===== config.mk =====
export PLATFORM = sky130hd
export DESIGN_NAME = uart_tx_arbiter
export DESIGN_NICKNAME = d
export VERILOG_FILES = /design/src/rtl/uart_tx_arbiter.sv
export SDC_FILE = /design/constraint.sdc
export NUM_CORES = 1
export LEC_CHECK = 0
export BUFFER_PORTS_ARGS = -buffer_cell sky130_fd_sc_hd__buf_2
export CAP_MARGIN = 30
export CORE_MARGIN = 1.5
export CORE_UTILIZATION = 30
export DETAILED_ROUTE_END_ITERATION = 16
export HOLD_SLACK_MARGIN = 0.15
export PLACE_DENSITY_LB_ADDON = 0.2
export SLEW_MARGIN = 30
export SYNTH_ARGS = -nofsm -noshare
export SYNTH_HDL_FRONTEND = slang
export SYNTH_SLANG_ARGS = --single-unit

===== constraint.sdc =====
create_clock -name clk -period 2.7 [get_ports clk]
set_input_delay 0.54 -clock clk [delete_from_list [all_inputs] [get_ports clk]]
set_output_delay 0.54 -clock clk [all_outputs]
set_load 0.02 [all_outputs]

===== src/rtl/uart_tx_arbiter.sv =====
// Two-port UART transmit arbiter with RTS/CTS gating and 8N1 serializer.
// Define UART_TX_ARB_PARITY_EN to insert an even-parity bit (8E1 framing).
module uart_tx_arbiter #(
  parameter int unsigned CLKS_PER_BIT = 145,
  parameter int unsigned CNT_W        = 16
) (
  input  logic       clk,
  input  logic       reset,
  input  logic       dfu,
  input  logic       req0_valid,
  input  logic [7:0] req0_data,
  output logic       req0_ready,
  input  logic       req1_valid,
  input  logic [7:0] req1_data,
  output logic       req1_ready,
  input  logic       uart_cts,
  output logic       uart_tx,
  output logic       busy,
  output logic [1:0] grant
);

  typedef enum logic [2:0] {
    StIdle,
    StStart,
    StData,
`ifdef UART_TX_ARB_PARITY_EN
    StParity,
`endif
    StStop
  } state_e;

  state_e           state_q;
  logic [CNT_W-1:0] cnt_q;
  logic [2:0]       bit_idx_q;
  logic [7:0]       data_q;
  logic             tx_q;
  logic             busy_q;
  logic [1:0]       grant_q;
  logic             last_q;  // 1 = port 1 owned the last frame

  logic sel1, can_accept, accept0, accept1, bit_end;

  always_comb begin
    sel1       = req1_valid & (dfu | ~req0_valid | ~last_q);
    can_accept = ~reset & (state_q == StIdle) & ~uart_cts;
    req1_ready = can_accept & sel1;
    req0_ready = can_accept & ~sel1 & req0_valid;
    accept0    = req0_valid & req0_ready;
    accept1    = req1_valid & req1_ready;
    bit_end    = (cnt_q == CNT_W'(CLKS_PER_BIT - 1));
  end

  always_ff @(posedge clk) begin
    if (reset) begin
      state_q   <= StIdle;
      cnt_q     <= '0;
      bit_idx_q <= '0;
      data_q    <= '0;
      tx_q      <= 1'b1;
      busy_q    <= 1'b0;
      grant_q   <= 2'b00;
      last_q    <= 1'b1;
    end else begin
      unique case (state_q)
        StIdle: begin
          if (accept0 || accept1) begin
            data_q    <= accept1 ? req1_data : req0_data;
            grant_q   <= accept1 ? 2'b10 : 2'b01;
            last_q    <= accept1;
            state_q   <= StStart;
            tx_q      <= 1'b0;
            busy_q    <= 1'b1;
            cnt_q     <= '0;
            bit_idx_q <= '0;
          end
        end
        StStart: begin
          if (bit_end) begin
            cnt_q   <= '0;
            state_q <= StData;
            tx_q    <= data_q[0];
          end else begin
            cnt_q <= cnt_q + CNT_W'(1);
          end
        end
        StData: begin
          if (bit_end) begin
            cnt_q <= '0;
            if (bit_idx_q == 3'd7) begin
`ifdef UART_TX_ARB_PARITY_EN
              state_q <= StParity;
              tx_q    <= ^data_q;
`else
              state_q <= StStop;
              tx_q    <= 1'b1;
`endif
            end else begin
              bit_idx_q <= bit_idx_q + 3'd1;
              tx_q      <= data_q[bit_idx_q + 3'd1];
            end
          end else begin
            cnt_q <= cnt_q + CNT_W'(1);
          end
        end
`ifdef UART_TX_ARB_PARITY_EN
        StParity: begin
          if (bit_end) begin
            cnt_q   <= '0;
            state_q <= StStop;
            tx_q    <= 1'b1;
          end else begin
            cnt_q <= cnt_q + CNT_W'(1);
          end
        end
`endif
        StStop: begin
          if (bit_end) begin
            cnt_q   <= '0;
            state_q <= StIdle;
            busy_q  <= 1'b0;
          end else begin
            cnt_q <= cnt_q + CNT_W'(1);
          end
        end
        default: state_q <= StIdle;
      endcase
    end
  end

  assign uart_tx = tx_q;
  assign busy    = busy_q;
  assign grant   = grant_q;

endmodule


==> impl_metrics.tcl <==
set metrics [dict create \
    report.final.hold_viol_count 0 \
    cts_max_level 2 \
    cp_endpoint_kind "output port" \
    floorplan_core_area_um2 6420 \
    wl_per_cell_um 14.0 \
    cp_max_fo 12 \
    worst-r2r-cell-count 5 \
    max_slew.worst_pin.slew_ps 640 \
    vdd_drop_max_uv 417 \
    global_route_wire_length_before_repair_mm 8.28 \
    tns_ps 0 \
    ys.warnings.count 0 \
    synth-async-reset-ratio_pct 0 \
    critPathLaunchType "flip-flop" \
    syn_nets 268 \
    timing.hold.worst_endpoint "last_q$_SDFFE_PP1P_" \
    buffer_ports.inserted 27 \
    synth_seq_cells 34 \
    syn-mean-instance-area_um2 8.47 \
    drt_wl_total_mm 4.75 \
    syn-cell-area_um2 2010 \
    power_per_cell_area_nw_per_um2 687 \
    fp.dieArea_um2 7190 \
    grt_setup_unrepaired "false" \
    critical_path.reg2reg.startpoint "cnt_q[7]$_SDFFE_PP0P_" \
    synth_top_flop_cell "sky130_fd_sc_hd__dfxtp_1" \
    cts_hold_buffers_added 0 \
    grt_start_max_net_pins 37 \
    layout_common_cells "sky130_fd_sc_hd__dfxtp_1, sky130_fd_sc_hd__buf_2, sky130_fd_sc_hd__nor2_1" \
    layout.cells.most_common "sky130_fd_sc_hd__dfxtp_1" \
    antenna_found_initial 0 \
    min_period_over_period_pct 93.7 \
    cts.repair_timing.setup_buffer_count 0 \
    initial_core_util_pct 31.2 \
    placement.cell_area_um2 2180 \
    finalWeightedCongestion 0.835 \
    count_of_unique_library_cells_instantiated_by_yosys 52 \
    first_global_vias 1806 \
    post_synth_inst_count 237 \
    final_design_area_no_fill_um2 2280 \
    min_path_type "reg2reg" \
    tritoncts "built" \
    number_of_enable_type_register_cells_in_the_synthesized_netlist 0 \
    cts_repair_resize_count 0 \
    cts_buffers 5 \
    timing.critical_path.arrival_ps 1990 \
    final_layout_size_suffix_gt1_share_pct 20.3 \
    finalCoreUtilization_pct 35.4 \
    filler_cell_count_in_the_final_layout 681 \
    io-pin-count 28 \
    final-max-slew-violation-count 0 \
    maxClockFrequency_mhz 395 \
    hold_ws_ps 479 \
    grt_usage_pct 14.3 \
    synth_seq_area_share_pct 33.9 \
    clock_input_transition_at_the_sequential_cells_of_the_worst_setup_and_hold_paths_ps 70 \
    route.vias.total 1838 \
    clkLatencyLatePin_ps 290 \
    worst_hold_path_cell_count 1 \
    antenna_cells_inserted 0 \
    drc_errors 0 \
    antenna_violating_nets_post_route 0 \
    root_buffer "sky130_fd_sc_hd__clkbuf_8" \
    ctsLongestPathBuffers 2 \
    regToRegEndpoint "cnt_q[9]$_SDFFE_PP0P_" \
    worst_hold_startpoint "last_q$_SDFFE_PP1P_" \
    setup_violations 0 \
    run_status "complete, no violations" \
    drt_iter0_drc 70 \
    rows 29 \
    reg2reg_slack_ps 480 \
    floorplan.die.height_um 84.8 \
    timing.critical_path.required_ps 2160 \
    leakage_nw 0.806 \
    route.detailed.vias_per_inst 5.44 \
    detailedPlacementHpwl_mm 3.39 \
    syn_to_final_growth_pct 13.4 \
    timing_worst_setup_path_type "reg2out" \
    drt_pre_antenna_iters 4 \
    fp.dieW_um 84.8 \
    maxCapViolations 0 \
    finalNetCount 291 \
    clock_sink_count 34 \
    timing.clock.skew_ps 5.43 \
    maxSlewHeadroom_pct 57.2 \
    final.min_clock_period_ps 2530 \
    overflow 0 \
]
-- through the flow --
| step | setup WS, ps | power (W) | std cells |
|---|---|---|---|
| 2_1_floorplan | 571 | 0.00102 | 237 |
| 3_3_place_gp | 444 | 0.00119 | 330 |
| 3_5_place_dp | 479 | 0.00118 | 330 |
| 4_1_cts | 153 | 0.00158 | 338 |
| 5_1_grt | 28.0 | 0.00169 | 338 |
| 6_report | 169 | 0.00156 | 338 |
-- sequential cells by signal (all words and copies together) (netlist names) --
register	flops
state_q	2
uart_tx	1
grant	2
busy	1
cnt_q	16
data_q	8
last_q	1
bit_idx_q	3
-- cell type report --
type | count | area, µm² | share of cell area (%)
Timing Repair Buffer | 32 | 173 | 7.59
Clock buffer | 7 | 86.3 | 3.79
Sequential cell | 34 | 681 | 29.9
Multi-Input combinational cell | 180 | 1210 | 53.1
Inverter | 7 | 26.3 | 1.15
Tap cell | 77 | 96.3 | 4.23
Clock inverter | 1 | 5.00 | 0.220
-- worst max-delay path, stage by stage (launching register included) --
cell                      delay [ps]
sky130_fd_sc_hd__dfxtp_1         340
sky130_fd_sc_hd__inv_1           100
sky130_fd_sc_hd__ha_1            300
sky130_fd_sc_hd__nor3b_1         310
sky130_fd_sc_hd__buf_4           240
sky130_fd_sc_hd__and3_1          230
sky130_fd_sc_hd__buf_2           180
-- kinds of logic (layout without fill, tap and decap cells) --
family | Yosys count | after routing | synth area share, %
adder cells (fa/ha/maj) | 9 | 9 | 5.61
AO/OA/AOI/OAI | 73 | 73 | 24.7
buffers and inverters | 23 | 47 | 5.86
multiplexers | 4 | 4 | 2.06
AND/OR/NAND/NOR | 94 | 94 | 27.9
flip-flops | 34 | 34 | 33.9
-- routing by layer --
metal	vias to the layer above	global-route usage [%]	share of wire [%]
met5	-	0	0
met4	0	5.07	0.76
met3	5	3.24	4.2
met2	46	23.5	45
met1	846	18.3	50
li1	941	-	-
-- where the power goes --
part | switching [W] | total [W] | internal (W)
Sequential | 0.0000412 | 0.000597 | 0.000555
Combinational | 0.000357 | 0.000575 | 0.000218
Clock | 0.000187 | 0.000393 | 0.000206
-- cell usage after synthesis (all sizes together) (6+ instances only) --
| cell type | count | area, µm² |
|---|---|---|
| dfxtp | 34 | 681 |
| nor2 | 22 | 85.1 |
| o21ai | 21 | 105 |
| a21oi | 15 | 75.1 |
| nand2 | 12 | 45.0 |
| a211oi | 11 | 82.6 |
| clkbuf | 10 | 37.5 |
| nand3b | 10 | 75.1 |
| ha | 9 | 113 |
| nor3 | 9 | 45.0 |
| a311oi | 7 | 61.3 |
| inv | 7 | 26.3 |
| buf | 6 | 53.8 |
| nand3 | 6 | 30.0 |
-- worst max path at each step --
| stage | startpoint | to | cells past startpoint | slack, ps |
|---|---|---|---|---|
| 2_1_floorplan | state_q[0]$_SDFFE_PP0P_ | req1_ready | 5 | 570 |
| 3_3_place_gp | state_q[1]$_SDFFE_PP0P_ | req1_ready | 6 | 440 |
| 3_5_place_dp | state_q[0]$_SDFFE_PP0P_ | req1_ready | 6 | 480 |
| 4_1_cts | state_q[1]$_SDFFE_PP0P_ | req1_ready | 6 | 150 |
| 5_1_grt | state_q[0]$_SDFFE_PP0P_ | req1_ready | 6 | 30 |
| 6_report | state_q[1]$_SDFFE_PP0P_ | req1_ready | 6 | 170 |
Power figures use the tool's default switching activity.
